==> src/rtl/aes_out_buffer.sv <==
`timescale 1ns/1ps
`default_nettype none
// ============================================================================
//  Module   : aes_out_buffer
//  Purpose  : Credit-based issue control and in-order output FIFO for a
//             fixed-latency, non-stallable AES core. An issue is admitted
//             only while outstanding blocks (in flight plus buffered) are
//             fewer than DEPTH, so every result always has a FIFO slot.
//  Revision : 1.0 - initial release
// ============================================================================
module aes_out_buffer #(
  parameter int LATENCY = 21,
  parameter int DEPTH   = 4
) (
  input  logic                   clk,
  input  logic                   rst_n,
  input  logic                   in_valid,
  output logic                   in_ready,
  output logic                   core_issue,
  input  logic [127:0]           core_out,
  output logic                   out_valid,
  output logic [127:0]           out_data,
  input  logic                   out_ready,
  output logic [$clog2(DEPTH):0] occupancy,
  output logic                   ovf_err
);

  localparam int              CW      = $clog2(DEPTH) + 1;
  localparam int              PW      = (DEPTH > 1) ? $clog2(DEPTH) : 1;
  localparam logic [CW-1:0]   C_DEPTH = CW'(DEPTH);
  localparam logic [PW-1:0]   C_LAST  = PW'(DEPTH - 1);

  logic [LATENCY-1:0] tracker_q, tracker_d;
  logic [CW-1:0]      inflight_q, inflight_d;
  logic [CW-1:0]      count_q, count_d;
  logic [PW-1:0]      wr_ptr_q, wr_ptr_d;
  logic [PW-1:0]      rd_ptr_q, rd_ptr_d;
  logic               ovf_q, ovf_d;
  logic [127:0]       mem_q [DEPTH];

  logic capture;
  logic pop;
  logic full;
  logic wr_en;

  // Pointer advance with explicit wrap so non-power-of-two depths work.
  function automatic logic [PW-1:0] next_ptr(input logic [PW-1:0] p);
    return (p == C_LAST) ? '0 : p + PW'(1);
  endfunction

  // Credit check uses only registered state, so it never depends on the
  // same-edge capture or pop.
  assign occupancy  = inflight_q + count_q;
  assign in_ready   = (occupancy < C_DEPTH);
  assign core_issue = in_valid & in_ready;

  // The oldest tracker bit marks the edge on which core_out holds a result.
  assign capture   = tracker_q[LATENCY-1];
  assign out_valid = (count_q != '0);
  assign out_data  = mem_q[rd_ptr_q];
  assign pop       = out_valid & out_ready;
  assign full      = (count_q == C_DEPTH);
  // A full FIFO still accepts a capture when the head leaves on the same edge.
  assign wr_en     = capture & (~full | pop);
  assign ovf_err   = ovf_q;

  generate
    if (LATENCY == 1) begin : g_trk_single
      assign tracker_d = core_issue;
    end else begin : g_trk_shift
      assign tracker_d = {tracker_q[LATENCY-2:0], core_issue};
    end
  endgenerate

  // Next-state for the counters, pointers and sticky overflow flag.
  always_comb begin
    inflight_d = inflight_q;
    count_d    = count_q;
    wr_ptr_d   = wr_ptr_q;
    rd_ptr_d   = rd_ptr_q;
    ovf_d      = ovf_q;

    // A dropped capture still retires its in-flight slot; the zero guard
    // keeps the count sane if the tracker ever fires without an issue.
    if (core_issue && !capture) begin
      inflight_d = inflight_q + CW'(1);
    end else if (capture && !core_issue && (inflight_q != '0)) begin
      inflight_d = inflight_q - CW'(1);
    end

    if (wr_en && !pop) begin
      count_d = count_q + CW'(1);
    end else if (pop && !wr_en) begin
      count_d = count_q - CW'(1);
    end

    if (wr_en) begin
      wr_ptr_d = next_ptr(wr_ptr_q);
    end
    if (pop) begin
      rd_ptr_d = next_ptr(rd_ptr_q);
    end

    if (capture && !wr_en) begin
      ovf_d = 1'b1;
    end
  end

  // Control state; clearing the tracker discards every block still in the core.
  always_ff @(posedge clk or negedge rst_n) begin
    if (!rst_n) begin
      tracker_q  <= '0;
      inflight_q <= '0;
      count_q    <= '0;
      wr_ptr_q   <= '0;
      rd_ptr_q   <= '0;
      ovf_q      <= 1'b0;
    end else begin
      tracker_q  <= tracker_d;
      inflight_q <= inflight_d;
      count_q    <= count_d;
      wr_ptr_q   <= wr_ptr_d;
      rd_ptr_q   <= rd_ptr_d;
      ovf_q      <= ovf_d;
    end
  end

  // Data storage is left unreset; out_data is only meaningful with out_valid.
  always_ff @(posedge clk) begin
    if (wr_en) begin
      mem_q[wr_ptr_q] <= core_out;
    end
  end

endmodule
`default_nettype wire

==> config.mk <==
export PLATFORM = sky130hd
export DESIGN_NAME = aes_out_buffer
export DESIGN_NICKNAME = d
export VERILOG_FILES = /design/src/rtl/aes_out_buffer.sv
export SDC_FILE = /design/constraint.sdc
export NUM_CORES = 1
export LEC_CHECK = 0
export ABC_AREA = 0
export ABC_CLOCK_PERIOD_IN_PS = 11100
export BUFFER_PORTS_ARGS = -buffer_cell sky130_fd_sc_hd__buf_2
export CAP_MARGIN = 20
export CORE_MARGIN = 1.5
export CORE_UTILIZATION = 42
export DETAILED_ROUTE_END_ITERATION = 8
export GPL_TIMING_DRIVEN = 0
export PLACE_DENSITY = 0.65
export RECOVER_POWER = 50
export SLEW_MARGIN = 15
export SYNTH_ARGS = -nofsm -noshare
export SYNTH_HDL_FRONTEND = slang
export SYNTH_SLANG_ARGS = --single-unit
export TNS_END_PERCENT = 10
==> constraint.sdc <==
create_clock -name clk -period 11.1 [get_ports clk]
set_clock_uncertainty 0.2 [all_clocks]
set_input_delay 1.11 -clock clk [delete_from_list [all_inputs] [get_ports clk]]
set_output_delay 1.11 -clock clk [all_outputs]
set_load 0.02 [all_outputs]
# Word-level counts from Yosys, hierarchy flattened

Memory sizes are Yosys's and may differ from the RTL's.
Cells that the tools add are included.

Register bits after elaboration: 32
RAM bits: 512
Bits of input ports: 132
Output and inout bits: 135
Word-level logic and storage cells: 45
Memories: 1

Memory list:

| memory | depth | bits a word | read ports | clocked after memory_dff | wr ports | line | text |
|---|---|---|---|---|---|---|---|
| mem_q  | 4     | 128         | 1          | 0                        | 1        | 39   | `logic [127:0] mem_q [DEPTH];` |

Add/subtract/negate cells: 7
Order comparisons: 1
Equal/unequal tests: 3
Muxes and demuxes: 8
Bitwise logic cells: 5
Reductions and logical operators: 14

Operator list:

| kind                | number |
|---|---|
| $mux 3              | 4 |
| $add 3x1->3 const B | 2 |
| $logic_and 1x1->1   | 6 |
| $reduce_bool 3->1   | 2 |
| $sub 3x1->3 const B | 2 |
| $add 2x1->2 const B | 2 |
| $eq 2x2->1 const B  | 2 |
| $logic_not 1->1     | 4 |
| $mux 2              | 2 |
| $reduce_bool 2->1   | 2 |
| $add 3x3->3         | 1 |
| $and 1x1->1         | 3 |
| $eq 3x3->1 const B  | 1 |
| $lt 3x3->1 const B  | 1 |
| $mux 1              | 2 |
| $not 1->1           | 1 |
| $or 1x1->1          | 1 |

# Depth between registers and ports, before layout

Word-level depth: 8
Gate-level depth with buffers: 11
Mapped depth without buffers: 11

# Worst setup path before layout

Ideal clock, no wire load.

Path kind: input to register
Start: input port out_ready
End: memory mem_q[0][0] (enable)
Library setup time: 0.502 ns
Arrival time: 4.463 ns
Data required time: 10.398 ns
Slack: 5.934 ns
Stages: 4
Buffers on the path: 1
Path through: nor4b_1 nor2b_1 clkbuf_1 and2_1

Word-level cells in the longest chain between the ends: 5

RTL lines:

| item                         | line | text |
|---|---|---|
| from (decl)                  | 23   | `input logic out_ready,` |
| $and 1x1->1                  | 61   | `assign pop = out_valid & out_ready;` |
| $or 1x1->1                   | 64   | `assign wr_en = capture & (~full \| pop);` |
| $and 1x1->1                  | 64   |  |
| via wr_en                    | 44   | `logic wr_en;` |
| $mux 1                       | 130  | `if (wr_en) begin` |
| $mux 1 (implied by the code) | 131  | `mem_q[wr_ptr_q] <= core_out;` |
| to (decl)                    | 39   |  |

The timed path passes the listed nets, and every way through them passes these cells.

# Final worst setup path

Start: register tracker_q[20]
End: memory mem_q[1][75] (enable)

Word-level cells in the longest chain between the ends: 3

RTL lines:

| item                         | line | text |
|---|---|---|
| from (decl)                  | 33   | `logic [LATENCY-1:0] tracker_q, tracker_d;` |
| from (signal assigned)       | 119  | `tracker_q <= tracker_d;` |
| $and 1x1->1                  | 64   |  |
| via wr_en                    | 44   |  |
| $mux 1                       | 130  |  |
| $mux 1 (implied by the code) | 131  |  |

The timed path passes the listed nets, and every way through them passes these cells.

==> summary.md <==
| Metric | Value |
|---|---|
| Status | complete, but fails checks |
| Cell taking the most area after synthesis | edfxtp_1 |
| Share of layout cells above drive strength 1 | 32.9% |
| Period utilization | 39.4% |
| Hold Fails Final Rpt | 0 |
| Cell Rows | 79 |
| Net Sw Frac | 18.6% |
| Startpoint types | flip-flop |
| Die ar. | 48,200 um2 |
| Crit end category | flip-flop |
| Worst path arrival time | approximately 4.4 ns |
| Post-CTS Setup Bufs | 0 |
| Initial antenna violation count | 3 |
| FFs w/ async S/R, synth | 5.88% |
| Max-slew violation count | a little under 100 |
| Synth area leaders | edfxtp_1 (78%), mux4_2 (15%), dfrtp_1 (4.1%) |
| Area fraction of the dominant cell type after synthesis | 78.0% |
| GR Layer Usage met2 | 25.6% |
| Count leader, synth | edfxtp_1 |
| Tmin final | 4.37 ns |
| # DRC | 0 |
| Critical Path Fanout Max | 33 |
| FF+latch count, synth | 544 |
| Sequential area share after synthesis | 82.1% |
| Clock buffer depth | 3 |
| Combinational share of power | 0.9% |
| Fin util | between 50% and 60% |
| CTS Hold Buffers Added | 0 |
| Mapped Area | between 15,000 and 20,000 um2 |
| Avg Cell Area, Syn | 25.8 um2 |
| VDD IR-drop max | about 120 uV |
| Post-Synthesis Cells | 764 |
| I/O pin total | around 270 |
| Die W | 220 um |
| Leakage | 7.69 nW |
| CTS root buf | clkbuf_16 |
| Met3 Track Usage GR | 4.78% |
| Post-Syn Nets | 906 |
| Pwr/cell area | 171 nW/um2 |
| Power after layout | 4.04 mW |
| Share of power burned in registers | between 50 and 60% |
| Hpwl dp | 23,900 um |
| TritonCTS clock tree | built |
| NetSw | about 0.75 mW |
| Slew margin rel. | -76.5% |
| Cts repair resizes | 0 |
| Internal power | roughly 3.3 mW |
| Drt first pass iters | 4 |
| Met1 Usage GRT | 21.8% |
| Aggregate global routing overflow | 0 |
| Sum Neg Setup Slack | 0 ns |
| Main synth FF type | edfxtp_1 |
| Final wirelength | 38,400 um |
| CTS H-tree depth | 2 |
| WP data required | about 11 ns |
| Vias in the first global route | 9,483 |
| Fillers | between 3,000 and 4,000 |
| Initial Util | between 40% and 50% |
| Worst Hold Class | flip-flop to flip-flop |
| Unique masters post-synth | 36 |
| Placeable Area | 46,500 um2 |
| Ys Warns | 0 |
| Port buffer count | between 200 and 300 |
| Fmax | 0.229 GHz |
| RSZ-0062 raised after global routing | false |
| Final Wtd Congestion | 0.720 |
| CP Class | flip-flop to flip-flop |
| Routed vias | 8,932 |
| Post-synth top cells | edfxtp_1 (512), mux4_2 (128), dfrtp_1 (32) |
| Final setup margin | 6.73 ns |
| Post-synth EDFFs | 512 |
| Vias per Instance | 5.10 |
| Antenna violation net count after detailed routing | 0 |
| Place WS | 7.47 ns |
| First-pass GRT wire length | 57,300 um |
| Die height | 220 um |
| DR iter-0 viols | 523 |
| Area growth syn-to-layout | 19.9% |
| Largest net degree at the start of global routing | 48 |
| CTS Sinks | 544 |
| Clk Latency, worst-skew pair | 0.59 ns |
| Fin nets | 1,240 |
| Final setup fails | 0 |
| Worst slew pin tran | roughly 2.6 ns |
| Clock power frac | 43.6% |
| Maxcap violations | 4 |
| Total GRT Usage | 16.1% |
| Failing checks | capacitance limit, slew limit |
| CTS Buf Count | 54 |
| CTS clk-pin slew, worst paths | 0.06 ns |
| Drt wl/cell | ~22 um |
| GR peak layer | met2 |
state kept, by name, summed over array words and instances, names as in the netlist:
name,cells
mem_q,512
tracker_q,21
count_q,3
inflight_q,3
rd_ptr_q,2
wr_ptr_q,2
ovf_err,1
critical path, stage by stage (launching register included):
cell and delay, ns:
dfrtp_1 0.33, clkbuf_1 0.36, nor2b_1 0.19, clkbuf_1 0.33, and2_0 1.98, buf_12 0.32, buf_12 0.26
logic make-up (layout without fill, tap and decap cells):
logic type      count (synthesis)  in the layout  synth area share (%)
buf+inv                        37            415                 0.984
fa+ha+maj                      10             10                 0.749
mux                           132            132                  14.8
xor+xnor                        5              5                 0.298
compound gates                 14             14                 0.451
other cells                     0              1                     0
flops                         544            544                  82.1
simple gates                   22             22                 0.609
cell usage in the layout, fill, tap and decap left out, types with 2 or more instances in the layout:
cell type and instances:
clkbuf_16 56, o21ai_1 2, clkbuf_8 4, xor2_1 2
ha_1 7, xnor2_1 2, edfxtp_1 512, bufinv_16 4
buf_16 3, buf_1 9, and2_0 3, buf_12 9
nand2b_1 2, dfrtp_1 32, clkbuf_1 146, buf_4 10
clkinv_1 15, a21oi_1 3, mux2i_1 2, clkinv_2 10
nor2_1 5, fa_1 3, nand2_1 3, buf_2 140
inv_1 4, mux4_2 128, nand3_1 2, o21ai_0 3
inv_4 2, a21o_1 2, mux2_2 2
metrics by stage:
stage / hold slack [ns] / instances / instance area (um2)
after detailed placement: 0.136 / 1649 / 22100
after global placement: 0.134 / 1637 / 21800
after global routing: 0.151 / 1749 / 23600
final: 0.148 / 1750 / 23600
after CTS: 0.145 / 1749 / 23800
after floorplan: 0.131 / 764 / 19700
routing by layer:
layer,up-vias,part of all wire [%],wire length [um]
met2,256,48,18500
met1,4665,43,16400
met4,4,1.8,708
met5,-,0.070,27
li1,3948,-,-
met3,59,7.1,2710
worst paths after layout:
path	depth (start not counted)	startpoint	end	slack, ns
hold / removal	0	tracker_q[1]	tracker_q[2]	0.15
setup reg to reg	6	tracker_q[20]	mem_q[1][75]	6.73
min in group asynchronous	1	rst_n	inflight_q[0]	0.77
hold reg to reg	0	tracker_q[1]	tracker_q[2]	0.15
max in group asynchronous	1	rst_n	tracker_q[17]	8.93
setup / recovery	6	tracker_q[20]	mem_q[1][75]	6.73
layout make-up:
type	count	area, um2	share of cell area [%]
flip-flops and latches	544	16200	68.4
multi-input cells	183	3340	14.1
clock buffers	68	1490	6.29
repair buffers	278	1430	6.05
well taps	607	759	3.21
clock inverters	32	248	1.05
plain buffers	32	171	0.725
inverters	5	20.0	0.0847
diodes	1	2.50	0.0106
power groups by stage:
stage | clock [mW] | combinational, mW | sequential [mW]
after floorplan | 0 | 0.0000293 | 2.29
after global placement | 0 | 0.0377 | 2.29
after detailed placement | 0 | 0.0423 | 2.29
after CTS | 1.82 | 0.0423 | 2.24
after global routing | 1.90 | 0.0410 | 2.24
final | 1.76 | 0.0355 | 2.24
No activity file was read; power rests on OpenSTA's default activity.
